==> src/rtl/encode42_buf.sv <==
// Priority 4:2 encoder feeding a 2-entry FIFO of {index, zero, err} with a push counter.
// Optional macro ENCODE_ONEHOT_CHECK_EN flags multi-hot input words through err.
module encode42_buf (
    input  logic       clk,
    input  logic       rst_n,
    input  logic [3:0] i_in,
    input  logic       i_in_valid,
    output logic       o_in_ready,
    output logic [1:0] o_out,
    output logic       o_zero,
    output logic       o_err,
    output logic       o_out_valid,
    input  logic       i_out_ready,
    output logic [7:0] o_enc_count
);

    // Highest set bit wins; an all-zero word maps to index 0.
    function automatic logic [1:0] enc_idx(input logic [3:0] v);
        logic [1:0] idx;
        if (v[3]) begin
            idx = 2'd3;
        end else if (v[2]) begin
            idx = 2'd2;
        end else if (v[1]) begin
            idx = 2'd1;
        end else begin
            idx = 2'd0;
        end
        return idx;
    endfunction

`ifdef ENCODE_ONEHOT_CHECK_EN
    // Clearing the lowest set bit leaves something only when two or more bits were set.
    function automatic logic multi_hot(input logic [3:0] v);
        return (v & (v - 4'd1)) != 4'd0;
    endfunction
`endif

    logic [3:0] r_mem [2];
    logic       r_wr_ptr;
    logic       r_rd_ptr;
    logic [1:0] r_occ;
    logic [7:0] r_count;

    logic       w_push;
    logic       w_pop;
    logic       w_err;
    logic       w_out_valid;
    logic [3:0] w_entry;
    logic [3:0] w_head;

`ifdef ENCODE_ONEHOT_CHECK_EN
    assign w_err = multi_hot(i_in);
`else
    assign w_err = 1'b0;
`endif

    assign w_entry     = {enc_idx(i_in), (i_in == 4'd0), w_err};
    assign o_in_ready  = (r_occ != 2'd2);
    assign w_out_valid = (r_occ != 2'd0);
    assign o_out_valid = w_out_valid;
    assign w_push      = i_in_valid && o_in_ready;
    assign w_pop       = w_out_valid && i_out_ready;
    assign o_enc_count = r_count;

    // FIFO storage, pointers, occupancy and push counter.
    always_ff @(posedge clk or negedge rst_n) begin
        if (!rst_n) begin
            r_mem[0] <= 4'd0;
            r_mem[1] <= 4'd0;
            r_wr_ptr <= 1'b0;
            r_rd_ptr <= 1'b0;
            r_occ    <= 2'd0;
            r_count  <= 8'd0;
        end else begin
            if (w_push) begin
                r_mem[r_wr_ptr] <= w_entry;
                r_wr_ptr        <= ~r_wr_ptr;
                r_count         <= r_count + 8'd1;
            end
            if (w_pop) begin
                r_rd_ptr <= ~r_rd_ptr;
            end
            case ({w_push, w_pop})
                2'b10:   r_occ <= r_occ + 2'd1;
                2'b01:   r_occ <= r_occ - 2'd1;
                default: r_occ <= r_occ;
            endcase
        end
    end

    // Head entry presented only while the buffer holds something, zero otherwise.
    always_comb begin
        w_head = r_mem[r_rd_ptr];
        o_out  = 2'd0;
        o_zero = 1'b0;
        o_err  = 1'b0;
        if (w_out_valid) begin
            o_out  = w_head[3:2];
            o_zero = w_head[1];
            o_err  = w_head[0];
        end else begin
            o_out  = 2'd0;
            o_zero = 1'b0;
            o_err  = 1'b0;
        end
    end

endmodule

==> config.mk <==
export PLATFORM = sky130hd
export DESIGN_NAME = encode42_buf
export DESIGN_NICKNAME = d
export VERILOG_FILES = /design/src/rtl/encode42_buf.sv
export SDC_FILE = /design/constraint.sdc
export NUM_CORES = 1
export LEC_CHECK = 0
export CORE_MARGIN = 2
export CORE_UTILIZATION = 36
export CTS_CLUSTER_DIAMETER = 50
export DETAILED_ROUTE_END_ITERATION = 8
export GPL_TIMING_DRIVEN = 0
export PLACE_DENSITY_LB_ADDON = 0.05
export SYNTH_ARGS = -nofsm -noshare
export SYNTH_HDL_FRONTEND = slang
export SYNTH_SLANG_ARGS = --single-unit
export TNS_END_PERCENT = 5
==> constraint.sdc <==
create_clock -name clk -period 4.1 [get_ports clk]
set_clock_uncertainty 0.15 [all_clocks]
set_input_delay 0.82 -clock clk [delete_from_list [all_inputs] [get_ports clk]]
set_output_delay 0.82 -clock clk [all_outputs]
set_load 0.02 [all_outputs]
After elaboration in Yosys (flattened, before gate mapping). Index checks and enable logic that the tools add are counted.

Register bits after elaboration: 20. Bits in latches: 0. RAM bits: 0. ROM bits: 0. Input bits: 8. Output and inout port bits: 14. Logic and storage cells: 38. Memories: 0.

$add $sub $neg: 3. $mul: 0. Div/mod/pow operators: 0. Magnitude comparators: 3. Eq/ne operators: 3. Shifts and indexed selects: 0. Mux-type cells: 13. Bitwise logic cells: 4. Reduce and logical (&&, ||, !) cells: 6.

Operators with widths (count): $mux W4 (4); $add A8 B1 Y8 const B (1); $bwmux W8 (1); $mux W2 (3); $demux W4 S1 (1); $ge A2 B2 Y1 const B (2); $logic_not A4 Y1 (1); $not A1 Y2 (2); $pmux W2 S2 (1); $reduce_bool A2 Y1 (2); $logic_and A1 B1 Y1 (3); $mux W1 (3); $add A2 B1 Y2 const B (1); $eq A2 B1 Y1 const B (1); $eq A2 B2 Y1 const B (1); $lt A2 B1 Y1 const B (1); $ne A2 B2 Y1 const B (1); $not A1 Y1 (2); $sub A2 B1 Y2 const B (1).

Logic depth before layout (Yosys ltp). Gate-level depths: netlist of the first run.

Depth in word-level cells: 6. Mapped depth: 7. Depth with buffers taken out: 6.

Worst setup path after synthesis of the first run. OpenSTA, ideal clock, no wires.

Path type: register to output. From: reg r_rd_ptr. To: out o_out[0]. Arrival: 0.911 ns. Required time: 3.130 ns. Setup slack: 2.219 ns. Stages on the path, launching flop included: 4. Buffers on the path: 1. Cells stage by stage: dfrtp_1 -> clkbuf_1 -> mux2i_1 -> nor2_1.

Longest elaborated chain between the ends: 5.

Ends and longest elaborated chain: start, declared (line 41) `logic r_rd_ptr;`; start signal, assigned (line 82) `r_rd_ptr <= ~r_rd_ptr;`; $not A1 Y2 (not written as such) (line 94) `w_head = r_mem[r_rd_ptr];`; $mux W4 (not written as such) (3 in a row) (line 94); $mux W2 (line 98) `if (w_out_valid) begin`; end, declared (line 9) `output logic [1:0] o_out,`.

Every way passes these cells. The select of a mux whose other input is x is not followed.

Worst setup path in the final report of the first run.
From: reg r_rd_ptr. To: out o_zero.

Longest elaborated chain between the ends: 5.

Ends and longest elaborated chain: $not A1 Y2 (not written as such) (line 94); $mux W4 (not written as such) (3 in a row) (line 94); $mux W1 (line 98); end, declared (line 10) `output logic o_zero,`.

Every way passes these cells. The select of a mux whose other input is x is not followed.

==> flow_metrics.env, run 1 <==
export IMPL_maxSlewHeadroom=0.471
export IMPL_routabilityCongestion=0.644
export IMPL_post_drt_via_cell_ratio=4.62
export IMPL_timing_setup_critical_path_class="flop to primary output"
export IMPL_io_buffer_count=19
export IMPL_timing_max_transition_violations_final=0
export IMPL_layout_area_overhead_vs_synth_pct=27.0
export IMPL_grt_pass1_vias=558
export IMPL_max_clock_freq_mhz=370
export IMPL_postPlaceCellArea_sq_um=1150
export IMPL_worst_endpoint_required_ps=3130
export IMPL_mappedNetlistNets=83
export IMPL_holdBufCountCts=0
export IMPL_synth_yosys_warnings=0
export IMPL_critical_path_max_fanout=4
export IMPL_clk_root_buffer_cell="clkbuf_4"
export IMPL_bufs_on_longest_clock_path=2
export IMPL_crit_path_end_kind="primary output"
export IMPL_min_from="o_enc_count[7]$_DFFE_PN0N_"
export IMPL_grt_setup_unrepaired="false"
export IMPL_die_h_microns=54.8
export IMPL_path_clk_slew_ps=100
export IMPL_worst_slack_ps=1400
export IMPL_seq_cells_post_synth=18
export IMPL_crit_path_end="o_zero"
export IMPL_drt_iter0_drc=3
export IMPL_commonest_non_fill_non_tap_cell_in_the_layout="clkdlybuf4s50_1"
export IMPL_rr_endpoint="r_occ[1]$_DFFE_PN0P_"
export IMPL_timing_final_setup_violations=0
export IMPL_asyncSetResetFlopFracSynth=1.00
export IMPL_crit_arrival_ps=1730
export IMPL_detailedRoute_firstPassIterationCount=4
export IMPL_dp_final_hpwl_microns=1180
export IMPL_postSynthCellCount=73
export IMPL_fin_crit_sh=0.659
export IMPL_leakage_uw=0.000528
export IMPL_yosysUniqueCellTypes=25
export IMPL_run_status="finished clean"
export IMPL_synth_edf_count=0
export IMPL_antenna_found_initial=0
export IMPL_report_final_hold_viol_count=0
export IMPL_setup_tns_ps=0
export IMPL_post_route_drc_count=0
export IMPL_globalRouteOverflowTotal=0
export IMPL_wl_microns=1560
export IMPL_ant_nets=0
export IMPL_worstMarginPinSlew_ps=791
export IMPL_synth_flop_cell="dfrtp_1"
export IMPL_cts_buffers_inserted=3
export IMPL_worst_case_reg_to_reg_path_depth=6
export IMPL_diodes=0
export IMPL_floorplan_initialDensity=0.378
export IMPL_final_period_minus_worst_setup_slack_ps=2700
export IMPL_pre_cts_ws_ps=1690
export IMPL_power_per_cell_area_nw_per_um2=749
export IMPL_grt_use_total=0.134
export IMPL_synth_avg_cell_area_sq_um=12.7
export IMPL_floorplan_die_width_microns=54.8
export IMPL_rows=18
export IMPL_grt_max_degree=19
export IMPL_final_instance_count_excl_fill=125
export IMPL_ioPinCount=22
export IMPL_r2r_setup_slack_ps=2340
export IMPL_hold_class="flop to flop"
export IMPL_vias=577
export IMPL_worstSetupStartpointType="flop"
export IMPL_grt_pass1_wl_microns=2700
export IMPL_tritoncts_clock_tree="built"
export IMPL_crit_start="r_rd_ptr$_DFFE_PN0P_"
export IMPL_cts_resized=0
export IMPL_top_library_cells_by_usage_in_the_layout_fill_and_taps_aside="clkdlybuf4s50_1, dfrtp_1, xnor2_1"
export IMPL_cells_after_dpl=122
export IMPL_worst_skew_pair_late_latency_ps=290
export IMPL_numClockSinks=18
export IMPL_cts_setup_buffers=0
export IMPL_finish_instance_area_sq_um=1180
export IMPL_share_of_post_route_cells_with_drive_strength_above_1=0.179
export IMPL_coreArea_sq_um=2450
export IMPL_r2r_start="r_occ[0]$_DFFE_PN0P_"
export IMPL_synth_sequential_area_ratio=0.486
export IMPL_avgRoutedWirePerCell_microns=12.5
export IMPL_die_area_sq_um=3000
export IMPL_cts_htree_levels=1
export IMPL_syn_cell_area_sq_um=927
export IMPL_max_vdd_ir_drop_uv=392
export IMPL_layout_nets=107
export IMPL_max_cap_viol_count=0
-- final cells by class --
cell class	instances	area [sq um]
tap	30	37.5
fill	235	1280
clock buffer	3	22.5
multi-input combinational	49	439
buffer	4	30.0
timing repair buffer	19	190
inverter	2	7.51
sequential	18	450
-- routing by layer --
| layer | part of all wire | track usage |
|---|---|---|
| met1 | 0.50 | 0.201 |
| met4 | 0.0083 | 0.0375 |
| met5 | 0 | 0 |
| met2 | 0.44 | 0.171 |
| met3 | 0.056 | 0.0574 |
-- cells in the mapped netlist, types with 2 or more instances --
cell | instances | area (sq um)
and2_1 | 2 | 12.5
nand4_1 | 4 | 25.0
and4_1 | 2 | 17.5
xor2_1 | 2 | 17.5
dfrtp_1 | 18 | 450
nand3_1 | 2 | 10.0
inv_1 | 2 | 7.51
mux2i_1 | 3 | 30.0
buf_4 | 2 | 15.0
nor2_1 | 5 | 18.8
mux2_4 | 7 | 105
xnor2_1 | 10 | 87.6
ha_1 | 2 | 25.0
-- worst max-delay path, stage by stage (launching register included) --
cell and delay (ps):
dfrtp_1 340, clkbuf_1 270, mux2i_1 240, nor2_1 50, clkdlybuf4s50_1 540
-- metrics by stage --
| step | power, uW | hold WS [ps] | utilization |
|---|---|---|---|
| finish | 882 | 326 | 0.480 |
| global route | 956 | 350 | 0.480 |
| CTS | 894 | 334 | 0.480 |
| detailed placement | 806 | 316 | 0.470 |
| global placement | 800 | 309 | 0.470 |
| floorplan | 635 | 315 | - |
-- flip-flops by register name (all words and copies together), names as in the netlist --
signal and cells:
o_enc_count 8, r_mem 6, r_occ 2, r_rd_ptr 1, r_wr_ptr 1
-- where the power goes --
part | total, uW | internal (uW) | switching (uW) | leakage [uW]
sequential | 318 | 252 | 66.1 | 0.000218
clock | 84.6 | 34.1 | 50.5 | 0.0000138
combinational | 479 | 259 | 220 | 0.000297
-- logic make-up (layout without fill, tap and decap cells) --
family / after synthesis / in the layout / synth area share
simple gates: 23 / 23 / 0.175
flops: 18 / 18 / 0.486
xor+xnor: 12 / 12 / 0.113
mux: 10 / 10 / 0.146
buf+inv: 6 / 28 / 0.0405
fa+ha+maj: 2 / 2 / 0.0270
other cells: 1 / 1 / 0.00404
compound gates: 1 / 1 / 0.00810
-- worst min path at each step --
stage | end | slack, ps | depth (start not counted)
3_3_place_gp | o_enc_count[7]$_DFFE_PN0N_ | 310 | 1
5_1_grt | o_enc_count[7]$_DFFE_PN0N_ | 350 | 1
2_1_floorplan | r_occ[1]$_DFFE_PN0P_ | 310 | 1
6_report | o_enc_count[7]$_DFFE_PN0N_ | 330 | 1
4_1_cts | o_enc_count[7]$_DFFE_PN0N_ | 330 | 1
3_5_place_dp | o_enc_count[7]$_DFFE_PN0N_ | 320 | 1
Note: power is estimated with default switching activity, not from simulation.
==> run 2, diff against run 1 <==
clock period = 2.6 ns   (was 4.1 ns; I/O delays follow)
==> results of run 2 <==
The final DEF is identical to that of run 1. Status: finished clean.
Among the figures that moved: setup slack after placement 1690 ps -> 494 ps; setup slack after layout 1400 ps -> 197 ps; register-to-register setup slack 2340 ps -> 840 ps; total power 882 uW -> 1390 uW; worst IR drop on VDD 392 uV -> 618 uV
==> run 3, diff against run 2 <==
GPL_TIMING_DRIVEN = unset   (was 0)
==> flow_metrics.env, run 3 (synthesis results as in run 1) <==
export IMPL_post_drt_via_cell_ratio=4.77
export IMPL_r2r_start="r_occ[0]$_DFFE_PN0P_"
export IMPL_vias=601
export IMPL_postPlaceCellArea_sq_um=1160
export IMPL_cp_slowest_stage_delay_ps=540
export IMPL_max_cap_viol_count=0
export IMPL_slowest_stage="clkdlybuf4s50_1"
export IMPL_worst_skew_pair_late_latency_ps=300
export IMPL_hold_class="flop to flop"
export IMPL_finish_instance_area_sq_um=1190
export IMPL_globalRouteOverflowTotal=0
export IMPL_largest_register_ffs=8
export IMPL_cts_setup_buffers=0
export IMPL_rr_endpoint="r_occ[1]$_DFFE_PN0P_"
export IMPL_io_buffer_count=20
export IMPL_crit_family="buffers and inverters"
export IMPL_fin_worst_hold_slack_ps=332
export IMPL_post_route_drc_count=0
export IMPL_rows=18
export IMPL_worstSetupStartpointType="flop"
export IMPL_cts_resized=0
export IMPL_worst_slack_ps=260
export IMPL_max_vdd_ir_drop_uv=595
export IMPL_fin_crit_sh=0.900
export IMPL_r2r_setup_slack_ps=870
export IMPL_timing_setup_critical_path_class="flop to primary output"
export IMPL_pre_cts_ws_ps=581
export IMPL_setup_tns_ps=0
export IMPL_crit_start="r_occ[0]$_DFFE_PN0P_"
export IMPL_ant_nets=0
export IMPL_critical_path_max_fanout=5
export IMPL_path_clk_slew_ps=110
export IMPL_drt_iter0_drc=2
export IMPL_dp_final_hpwl_microns=1220
export IMPL_bufs_on_longest_clock_path=2
export IMPL_cp_num_buf_inv=1
export IMPL_floorplan_initialDensity=0.378
export IMPL_max_clock_freq_mhz=427
export IMPL_grt_setup_unrepaired="false"
export IMPL_ioPinCount=22
export IMPL_grt_use_total=0.143
export IMPL_timing_final_setup_violations=0
export IMPL_diodes=0
export IMPL_share_of_post_route_cells_with_drive_strength_above_1=0.188
export IMPL_crit_path_end="o_out[1]"
export IMPL_final_period_minus_worst_setup_slack_ps=2340
export IMPL_tritoncts_clock_tree="built"
export IMPL_die_area_sq_um=3000
export IMPL_routabilityCongestion=0.700
export IMPL_cts_htree_levels=1
export IMPL_report_final_hold_viol_count=0
export IMPL_critPathMostFrequentCell="nor2_1"
export IMPL_worstSetupPathDepth=3
export IMPL_coreArea_sq_um=2450
export IMPL_grt_max_degree=19
export IMPL_worst_case_reg_to_reg_path_depth=6
export IMPL_holdBufCountCts=0
export IMPL_power_per_cell_area_nw_per_um2=1200
export IMPL_cp_cell_sequence="nor2_1 > nor2_1 > clkdlybuf4s50_1"
export IMPL_grt_pass1_wl_microns=2970
export IMPL_wl_microns=1660
export IMPL_fillCellCount=235
export IMPL_avgRoutedWirePerCell_microns=13.1
export IMPL_run_status="finished clean"
export IMPL_numClockSinks=18
export IMPL_commonest_non_fill_non_tap_cell_in_the_layout="clkdlybuf4s50_1"
export IMPL_timing_max_transition_violations_final=0
export IMPL_worst_endpoint_required_ps=1930
export IMPL_clk_root_buffer_cell="clkbuf_4"
export IMPL_top_library_cells_by_usage_in_the_layout_fill_and_taps_aside="clkdlybuf4s50_1, dfrtp_1, xnor2_1"
export IMPL_crit_arrival_ps=1670
export IMPL_cts_buffers_inserted=3
export IMPL_crit_path_end_kind="primary output"
export IMPL_die_h_microns=54.8
export IMPL_layout_nets=107
export IMPL_floorplan_die_width_microns=54.8
export IMPL_grt_pass1_vias=633
export IMPL_layout_area_overhead_vs_synth_pct=28.7
export IMPL_detailedRoute_firstPassIterationCount=2
export IMPL_leakage_uw=0.000536
export IMPL_antenna_found_initial=0
-- run 3: changes by cell type in the layout (fill, tap and decap cells not counted) --
cell,change
buf_4,+1
buf_6,-1
clkbuf_1,-1
clkbuf_8,+1
clkdlybuf4s50_1,+1
-- run 3: power breakdown --
group	internal, uW	switching [uW]	leakage [uW]	total [uW]
registers	397	122	0.000218	519
clock network	85.3	88.7	0.0000210	174
logic	402	333	0.000297	735
total	884	544	0.000536	1430
-- run 3: worst min path at each step --
stage	startpoint	to	slack (ps)	cells past startpoint
after floorplan	rst_n	o_enc_count[0]$_DFFE_PN0N_	70	0
after global placement	o_enc_count[7]$_DFFE_PN0N_	o_enc_count[7]$_DFFE_PN0N_	310	1
after detailed placement	o_enc_count[7]$_DFFE_PN0N_	o_enc_count[7]$_DFFE_PN0N_	330	1
after CTS	o_enc_count[7]$_DFFE_PN0N_	o_enc_count[7]$_DFFE_PN0N_	340	1
after global routing	o_enc_count[7]$_DFFE_PN0N_	o_enc_count[7]$_DFFE_PN0N_	350	1
final	o_enc_count[7]$_DFFE_PN0N_	o_enc_count[7]$_DFFE_PN0N_	330	1
-- run 3: worst register-to-register path: cells and delay by family (launching register included) --
kind / cells / cell delay [ps]
AND/OR/NAND/NOR: 3 / 400
buffers and inverters: 1 / 220
XOR/XNOR: 1 / 160
adder cells (fa/ha/maj): 1 / 310
flip-flops: 1 / 420
-- run 3: layout make-up --
class / count / area (sq um) / share of cell area
Sequential cell: 18 / 450 / 0.377
Multi-Input combinational cell: 49 / 439 / 0.368
Timing Repair Buffer: 23 / 223 / 0.187
Tap cell: 30 / 37.5 / 0.0314
Clock buffer: 4 / 36.3 / 0.0304
Inverter: 2 / 7.51 / 0.00629
-- run 3: through the flow --
| step | total power [uW] | util | std cells |
|---|---|---|---|
| 2_1_floorplan | 1000 | - | 73 |
| 3_3_place_gp | 1260 | 0.471 | 122 |
| 3_5_place_dp | 1260 | 0.471 | 122 |
| 4_1_cts | 1440 | 0.486 | 126 |
| 5_1_grt | 1550 | 0.486 | 126 |
| 6_report | 1430 | 0.486 | 126 |
-- run 3: layer usage --
layer  GRT usage  routed length [microns]  part of all wire  vias up
li1            -                        -                 -      296
met1       0.199                      840              0.51      289
met2       0.210                      721              0.44       14
met3      0.0574                       80             0.048        2
met4      0.0250                       12            0.0073        0
met5           0                        0                 0        -
